<file path="src/rtl/match_referee.sv">
// Penalty-shootout referee: counts goals per side, enforces alternating shooters
// and raises match_end/match_result once the shootout is decided.
// Optional feature macro: MATCH_SUDDEN_DEATH_EN (builds the sudden-death phase;
// without it a tie after regulation ends the match as a loss).

package game_pkg;
  typedef enum logic [2:0] {START, KEEPER, SHOOTER, WINNER, LOSER} g_state;
endpackage

module match_referee
  import game_pkg::*;
#(
  parameter int REG_SHOTS    = 5,
  parameter int MAX_SUDDEN   = 10,
  parameter int PLAYER_FIRST = 0,
  parameter int CW           = $clog2(REG_SHOTS + MAX_SUDDEN + 1)
) (
  input  logic          clk,
  input  logic          rst,
  input  g_state        game_state,
  input  logic          shot_done,
  input  logic          shot_by_player,
  input  logic          shot_goal,
  output logic          match_end,
  output logic          match_result,
  output logic [CW-1:0] player_goals,
  output logic [CW-1:0] opp_goals,
  output logic [CW-1:0] round_cnt,
  output logic          next_is_player,
  output logic          seq_err
);

  localparam logic PF = PLAYER_FIRST[0];
  localparam logic [CW:0] REG_W = (CW+1)'(REG_SHOTS);
`ifdef MATCH_SUDDEN_DEATH_EN
  localparam logic [CW:0] LAST_RND = (CW+1)'(REG_SHOTS + MAX_SUDDEN);
`endif

`ifdef MATCH_SUDDEN_DEATH_EN
  typedef enum logic [1:0] {IDLE, REGULAR, SUDDEN, DONE} st_t;
`else
  typedef enum logic [1:0] {IDLE, REGULAR, DONE} st_t;
`endif

  st_t state, state_nxt;

  logic in_play, acc, ooo, second, half_n, end_set, end_res;
  logic [CW:0] pg_n, og_n, rc_n, first_n, p_shots, o_shots, p_rem, o_rem;

`ifdef MATCH_SUDDEN_DEATH_EN
  assign in_play = (state == REGULAR) || (state == SUDDEN);
`else
  assign in_play = (state == REGULAR);
`endif
  assign acc    = in_play && shot_done && (shot_by_player == next_is_player);
  assign ooo    = in_play && shot_done && (shot_by_player != next_is_player);
  assign second = (shot_by_player != PF);

  // Post-shot counts and remaining regulation shots per side
  always_comb begin
    pg_n    = {1'b0, player_goals} + {{CW{1'b0}}, acc && shot_by_player && shot_goal};
    og_n    = {1'b0, opp_goals} + {{CW{1'b0}}, acc && !shot_by_player && shot_goal};
    rc_n    = {1'b0, round_cnt} + {{CW{1'b0}}, acc && second};
    // half_n: first shooter of the current round has already shot
    half_n  = acc ? !second : (next_is_player != PF);
    first_n = rc_n + {{CW{1'b0}}, half_n};
    p_shots = PF ? first_n : rc_n;
    o_shots = PF ? rc_n : first_n;
    p_rem   = REG_W - p_shots;
    o_rem   = REG_W - o_shots;
  end

  // Phase state register
  always_ff @(posedge clk) begin
    if (rst) state <= IDLE;
    else     state <= state_nxt;
  end

  // Next phase and decision detection on accepted shots
  always_comb begin
    state_nxt = state;
    end_set   = 1'b0;
    end_res   = 1'b0;
    if (game_state == START) begin
      state_nxt = IDLE;
    end else begin
      case (state)
        IDLE: if (game_state == KEEPER || game_state == SHOOTER) state_nxt = REGULAR;
        REGULAR: if (acc) begin
          if (pg_n > og_n + o_rem) begin
            state_nxt = DONE; end_set = 1'b1; end_res = 1'b1;
          end else if (og_n > pg_n + p_rem) begin
            state_nxt = DONE; end_set = 1'b1;
          end else if (rc_n == REG_W && pg_n == og_n) begin
`ifdef MATCH_SUDDEN_DEATH_EN
            state_nxt = SUDDEN;
`else
            state_nxt = DONE; end_set = 1'b1;
`endif
          end
        end
`ifdef MATCH_SUDDEN_DEATH_EN
        // Sudden death only decides at the end of a full round
        SUDDEN: if (acc && second) begin
          if (pg_n != og_n) begin
            state_nxt = DONE; end_set = 1'b1; end_res = (pg_n > og_n);
          end else if (rc_n == LAST_RND) begin
            state_nxt = DONE; end_set = 1'b1;
          end
        end
`endif
        default: state_nxt = state;
      endcase
    end
  end

  // Score, turn, error and result registers
  always_ff @(posedge clk) begin
    if (rst || game_state == START) begin
      player_goals   <= '0;
      opp_goals      <= '0;
      round_cnt      <= '0;
      next_is_player <= PF;
      seq_err        <= 1'b0;
      match_end      <= 1'b0;
      match_result   <= 1'b0;
    end else begin
      if (acc) begin
        player_goals   <= pg_n[CW-1:0];
        opp_goals      <= og_n[CW-1:0];
        round_cnt      <= rc_n[CW-1:0];
        next_is_player <= !next_is_player;
      end
      if (ooo) seq_err <= 1'b1;
      if (end_set) begin
        match_end    <= 1'b1;
        match_result <= end_res;
      end
    end
  end

endmodule
</file>
<file path="config.mk">
export PLATFORM = sky130hd
export DESIGN_NAME = match_referee
export DESIGN_NICKNAME = d
export VERILOG_FILES = /design/src/rtl/match_referee.sv
export SDC_FILE = /design/constraint.sdc
export NUM_CORES = 1
export LEC_CHECK = 0
export ABC_CLOCK_PERIOD_IN_PS = 9830
export CAP_MARGIN = 15
export CORE_MARGIN = 2
export CORE_UTILIZATION = 55
export DETAILED_ROUTE_END_ITERATION = 10
export DONT_BUFFER_PORTS = 1
export MAX_ROUTING_LAYER = met4
export PLACE_DENSITY_LB_ADDON = 0.1
export SETUP_SLACK_MARGIN = 0.02
export SLEW_MARGIN = 20
export SYNTH_ARGS = -nofsm -noshare
export SYNTH_HDL_FRONTEND = slang
export SYNTH_SLANG_ARGS = --single-unit
export TNS_END_PERCENT = 1
</file>
<file path="constraint.sdc">
create_clock -name clk -period 9.83 [get_ports clk]
set_clock_uncertainty 0.1 [all_clocks]
set_input_delay 1.4745 -clock clk [delete_from_list [all_inputs] [get_ports clk]]
set_output_delay 1.4745 -clock clk [all_outputs]
set_load 0.05 [all_outputs]
</file>
**After elaboration in Yosys (flattened, before gate mapping)**

Cells that the tools add are included.

- Register bits: 18
- Bits of input ports: 8
- Output and inout port bits: 16
- Logic and storage cells: 62

- Add/subtract/negate cells: 8
- Order comparisons: 2
- Eq/ne operators: 10
- Muxes and demuxes: 17
- Reduce and logical (&&, ||, !) cells: 17

Operators by type and width:

| operator | number |
|---|---|
| 4-bit by 1-bit adder with 5-bit output | 3 |
| 1-bit 2-to-1 mux | 11 |
| 5-bit adder | 2 |
| 5-bit greater-than comparator | 2 |
| 2-bit 2-to-1 mux | 5 |
| 3-bit by 5-bit subtractor with 5-bit output (first input constant) | 2 |
| 1-bit logical AND | 8 |
| 5-bit by 1-bit adder with 5-bit output | 1 |
| 5-bit by 3-bit == test with 1-bit output (second input constant) | 1 |
| 5-bit == test | 1 |
| 4-bit by 1-bit inequality test with 1-bit output (second input constant) | 1 |
| 2-bit case mux with 2 select lines | 1 |
| 4-bit AND reduction | 1 |
| 3-bit by 1-bit == test with 1-bit output (second input constant) | 1 |
| 3-bit by 2-bit == test with 1-bit output (second input constant) | 1 |
| 3-bit zero test | 1 |
| 2-bit by 1-bit == test with 1-bit output (second input constant) | 1 |
| 1-bit zero test | 2 |
| 2-bit zero test | 1 |
| 1-bit logical OR | 2 |
| 2-bit by 1-bit inequality test with 1-bit output (second input constant) | 1 |
| 2-bit inequality test (second input constant) | 1 |
| 2-bit nonzero test | 1 |
| 2-bit OR reduction | 1 |
| other kinds (2) | 2 |

**Logic depth before layout (Yosys ltp)**

- Depth after elaboration: 14
- Gate-level depth with buffers: 18

**Worst setup path after synthesis**

No wires, ideal clock.

- Path type: input port to flip-flop
- From: input port shot_done
- To: register state[0]
- Library setup time: 0.133 ns
- Data arrival time: 4.915 ns
- Required time: 9.597 ns
- Slack: 4.682 ns
- Stages: 17
- Path buffers: 0
- Cells stage by stage: nand3b_1 -> nor4b_1 -> ha_1 -> ha_1 -> inv_1 -> fa_1 -> inv_1 -> ha_1 -> a21o_1 -> a21oi_1 -> xnor3_1 -> ha_1 -> nand3_1 -> or3_4 -> and3_2 -> o221ai_1 -> a21oi_1

- Elaborated cells on any way between the ends: 27
- Classes of those cells: add/sub (8); order compare (2); eq/ne (4); mux (5); reduce/logical (8)

RTL lines:

| what | line | RTL |
|---|---|---|
| from (decl) | 21 | `input logic shot_done,` |
| 1-bit logical AND (*) (2 in series) | 55 | `assign acc = in_play && shot_done && (shot_by_player == next_is_player);` |
| 1-bit logical AND (*) (2 in series) | 62 | `og_n = {1'b0, opp_goals} + {{CW{1'b0}}, acc && !shot_by_player && shot_goal};` |
| 4-bit by 1-bit adder with 5-bit output (*) | 62 |  |
| via og_n[1] | 48 | `logic [CW:0] pg_n, og_n, rc_n, first_n, p_shots, o_shots, p_rem, o_rem;` |
| 5-bit adder / 5-bit greater-than comparator (equally long branches) | 90, 92 |  |
| 5-bit greater-than comparator / 2-bit 2-to-1 mux (equally long branches) | 90, 92 |  |
| 2-bit 2-to-1 mux | 90 | `if (pg_n > og_n + o_rem) begin` |
| 2-bit 2-to-1 mux | 89 | `REGULAR: if (acc) begin` |
| 2-bit case mux with 2 select lines | 87 | `case (state)` |
| to (signal assigned) | 76 | `else state <= state_nxt;` |
| to (decl) | 45 | `st_t state, state_nxt;` |

Mark *: on every way through the listed nets, which the timed path passes. The rest lies on a longest branch. The select of a mux whose other input is x is not followed.
A chain may end at the register's enable or synchronous reset.

**Worst setup path in the final report**

Same ends and word-level chain as after synthesis.

==> load_flow_metrics.sql <==
INSERT INTO impl_metrics (metric_group, metric, value, unit) VALUES
('logic_synthesis', 'synth-edff-count', '0', ''),
('status', 'run_status', 'finished, violations left', ''),
('setup_path', 'timing.rr.end', 'state[0]$_SDFFE_PP0P_', ''),
('sta', 'min_period', '5.237', 'ns'),
('drt', 'detail_route.vias_per_cell', '5.840', ''),
('placement', 'gp_routability_congestion', '0.8536', ''),
('logic_synthesis', 'yosys_register_bits', '18', ''),
('logic_synthesis', 'synth.area.top_cells', 'sky130_fd_sc_hd__dfxtp_1, sky130_fd_sc_hd__ha_1, sky130_fd_sc_hd__xnor2_1', ''),
('floorplan', 'die_height', '58.92', 'um'),
('global_routing', 'grt_util_all_layers', '0.2183', ''),
('cts', 'tritoncts_clock_tree', 'yes', ''),
('placement', 'numPortBuffers', '0', ''),
('sta', 'drv_slew', '0', ''),
('power_and_ir_drop', 'design_power_total', '126.4', 'uW'),
('sta', 'setup_violations', '0', ''),
('logic_synthesis', 'synth.net_count', '226', ''),
('drt', 'dr.pass1.iters', '7', ''),
('drt', 'antenna_left', '0', ''),
('cts', 'ctsLongestPathBuffers', '2', ''),
('sta', 'layout_worst_path_cycle_share', '0.5328', ''),
('placement', 'place.detailed.hpwl', '2709', 'um'),
('floorplan', 'initial_utilization', '0.5914', ''),
('power_and_ir_drop', 'swShare', '0.2221', ''),
('floorplan', 'row_count', '19', ''),
('drt', 'post_drt_wl_per_cell', '15.05', 'um'),
('setup_path', 'path_class', 'primary input to flop', ''),
('drt', 'drt_wl_total', '3295', 'um'),
('setup_path', 'worst-path-max-fanout', '5', ''),
('setup_path', 'r2r.worst_path.cells', '16', ''),
('logic_synthesis', 'postSynth.asyncResetShare', '0', ''),
('drt', 'first_iter_violations', '53', ''),
('power_and_ir_drop', 'leakage', '0.0007535', 'uW'),
('cts', 'cts_root_buffer', 'sky130_fd_sc_hd__clkbuf_4', ''),
('logic_synthesis', 'synthFlopType', 'sky130_fd_sc_hd__dfxtp_1', ''),
('finish', 'final_nets', '226', ''),
('cts', 'clock_pin_slew_of_the_registers_on_the_worst_case_setup_and_hold_paths', '0.10', 'ns'),
('logic_synthesis', 'synth-seq-area-share', '0.2172', ''),
('status', 'violations', 'design-rule violations', ''),
('power_and_ir_drop', 'power_report.internal_total', '98.30', 'uW'),
('setup_path', 'r2r_start', 'next_is_player$_SDFFE_PP0N_', ''),
('finish', 'final_cell_mix', 'sky130_fd_sc_hd__ha_1, sky130_fd_sc_hd__nand2_1, sky130_fd_sc_hd__dfxtp_1, sky130_fd_sc_hd__xnor2_1, sky130_fd_sc_hd__nor2_1', ''),
('finish', 'antenna_cells', '0', ''),
('cts', 'h-tree-depth', '1', ''),
('cts', 'clkLatencyLatePin', '0.29', 'ns'),
('cts', 'numCtsBuffers', '3', ''),
('finish', 'layout-drive-gt1-share', '0.07447', ''),
('setup_path', 'critPathLaunchType', 'primary input', ''),
('finish', 'layout.filler_cells', '255', ''),
('logic_synthesis', 'post_synth_instance_area', '1659', 'um2'),
('sta', 'setup-tns-final', '0', 'ns'),
('setup_path', 'crit_required', '9.88', 'ns'),
('floorplan', 'ios', '24', ''),
('finish', 'syn2layout_area_growth', '3.394', '%'),
('sta', 'timing.fmax', '190.9', 'MHz'),
('min_path', 'whs_endpoint', 'state[1]$_SDFFE_PP0P_', ''),
('logic_synthesis', 'netlist-cell-type-count', '40', ''),
('cts', 'cts.repair.resized', '0', ''),
('global_routing', 'grt-ovfl-total', '0', ''),
('global_routing', 'grt_start_max_net_pins', '16', ''),
('drt', 'route.vias.total', '1279', ''),
('sta', 'setup_repair_after_global_routing_missed_its_margin', 'false', ''),
('floorplan', 'die_area', '3472', 'um2'),
('power_and_ir_drop', 'power.net_switching', '28.07', 'uW'),
('logic_synthesis', 'yosys_warnings', '0', ''),
('sta', 'timing_worst_slew_pin_value', '0.8036', 'ns'),
('power_and_ir_drop', 'ir_drop', '68.93', 'uV'),
('floorplan', 'coreArea', '2805', 'um2'),
('setup_path', 'regToRegSetupSlack', '5.24', 'ns'),
('global_routing', 'grt_antenna_before_repair', '0', ''),
('logic_synthesis', 'synth.largest_area_cell', 'sky130_fd_sc_hd__dfxtp_1', ''),
('drt', 'route.detailed.drc', '3', '');
## per-stage QoR
step	worst slack, ns	util	cell area, um2	hold WS [ns]	std cells
2_1_floorplan	4.682	-	1659	0.4094	189
3_3_place_gp	4.409	0.5986	1679	0.4513	215
3_5_place_dp	4.302	0.5986	1679	0.4581	215
4_1_cts	4.619	0.6115	1715	0.4819	219
5_1_grt	4.381	0.6115	1715	0.5029	219
6_report	4.593	0.6115	1715	0.4730	219
## how the worst max path moves through the flow
stage / startpoint / end / slack [ns] / cells past startpoint
2_1_floorplan: shot_done / state[0]$_SDFFE_PP0P_ / 4.68 / 17
3_3_place_gp: shot_done / state[0]$_SDFFE_PP0P_ / 4.41 / 17
3_5_place_dp: shot_done / state[0]$_SDFFE_PP0P_ / 4.30 / 17
4_1_cts: shot_done / state[0]$_SDFFE_PP0P_ / 4.62 / 17
5_1_grt: shot_done / match_result$_SDFFE_PP0P_ / 4.38 / 16
6_report: shot_done / state[0]$_SDFFE_PP0P_ / 4.59 / 17
## synthesized netlist by cell type, types with 2 or more instances
library cell                n
sky130_fd_sc_hd__o21ai_0    4
sky130_fd_sc_hd__xnor2_1   16
sky130_fd_sc_hd__and3_2     2
sky130_fd_sc_hd__nand2_1   18
sky130_fd_sc_hd__xor3_1     2
sky130_fd_sc_hd__a21oi_1   11
sky130_fd_sc_hd__xor2_1    11
sky130_fd_sc_hd__o31a_2     2
sky130_fd_sc_hd__and3b_1    3
sky130_fd_sc_hd__a21o_1     2
sky130_fd_sc_hd__nor2_1    16
sky130_fd_sc_hd__and3_1     2
sky130_fd_sc_hd__nand2b_1   2
sky130_fd_sc_hd__inv_1     15
sky130_fd_sc_hd__nor3_1     2
sky130_fd_sc_hd__or2_2      2
sky130_fd_sc_hd__fa_1       3
sky130_fd_sc_hd__clkbuf_1   5
sky130_fd_sc_hd__nor2b_1    2
sky130_fd_sc_hd__and2_1     2
sky130_fd_sc_hd__nand3_1    6
sky130_fd_sc_hd__dfxtp_1   18
sky130_fd_sc_hd__ha_1      26
## layer usage
layer,part of all wire,global-route usage
met1,0.44,0.2469
met2,0.49,0.3619
met3,0.047,0.05934
met4,0.017,0.09091
met5,0,-
## cell families after synthesis
logic type                 synth area share
AOI/OAI and AO/OA                    0.1229
xor gates and xnor gates             0.1848
adders and majority gates            0.2323
buffers and inverters               0.04525
DFF                                  0.2172
and+or+nand+nor                      0.1976
## registers in the layout, summed over array words and instances, names as in the netlist
register and count:
match_end 1, match_result 1, next_is_player 1, opp_goals 4, player_goals 4, round_cnt 4
seq_err 1, state 2
## power by group through the flow
stage               Combinational (uW)  Sequential (uW)  Clock (uW)
floorplan                         5.66             76.5           0
CTS                               6.82             75.0        46.8
finish                            6.80             75.0        44.6
global route                      7.68             75.1        51.6
global placement                  6.75             76.7           0
detailed placement                6.82             76.7           0
## critical path: stages
cell,delay (ns)
sky130_fd_sc_hd__nand3b_1,0.12
sky130_fd_sc_hd__nor4b_1,0.35
sky130_fd_sc_hd__ha_1,0.24
sky130_fd_sc_hd__ha_1,0.24
sky130_fd_sc_hd__inv_1,0.10
sky130_fd_sc_hd__fa_1,0.54
sky130_fd_sc_hd__inv_1,0.04
sky130_fd_sc_hd__ha_1,0.22
sky130_fd_sc_hd__a21o_1,0.18
sky130_fd_sc_hd__a21oi_1,0.17
sky130_fd_sc_hd__xnor3_1,0.32
sky130_fd_sc_hd__ha_1,0.32
sky130_fd_sc_hd__nand3_1,0.11
sky130_fd_sc_hd__or3_4,0.36
sky130_fd_sc_hd__and3_2,0.22
sky130_fd_sc_hd__o221ai_1,0.17
sky130_fd_sc_hd__a21oi_1,0.09
## layout make-up
class | instances | area [um2] | share of cell area
inverter | 15 | 56.30 | 0.03282
tap | 31 | 38.79 | 0.02261
clock buffer | 4 | 36.28 | 0.02115
multi-input combinational | 151 | 1224 | 0.7133
sequential | 18 | 360.3 | 0.2101
No activity file was read; power rests on OpenSTA's default activity.
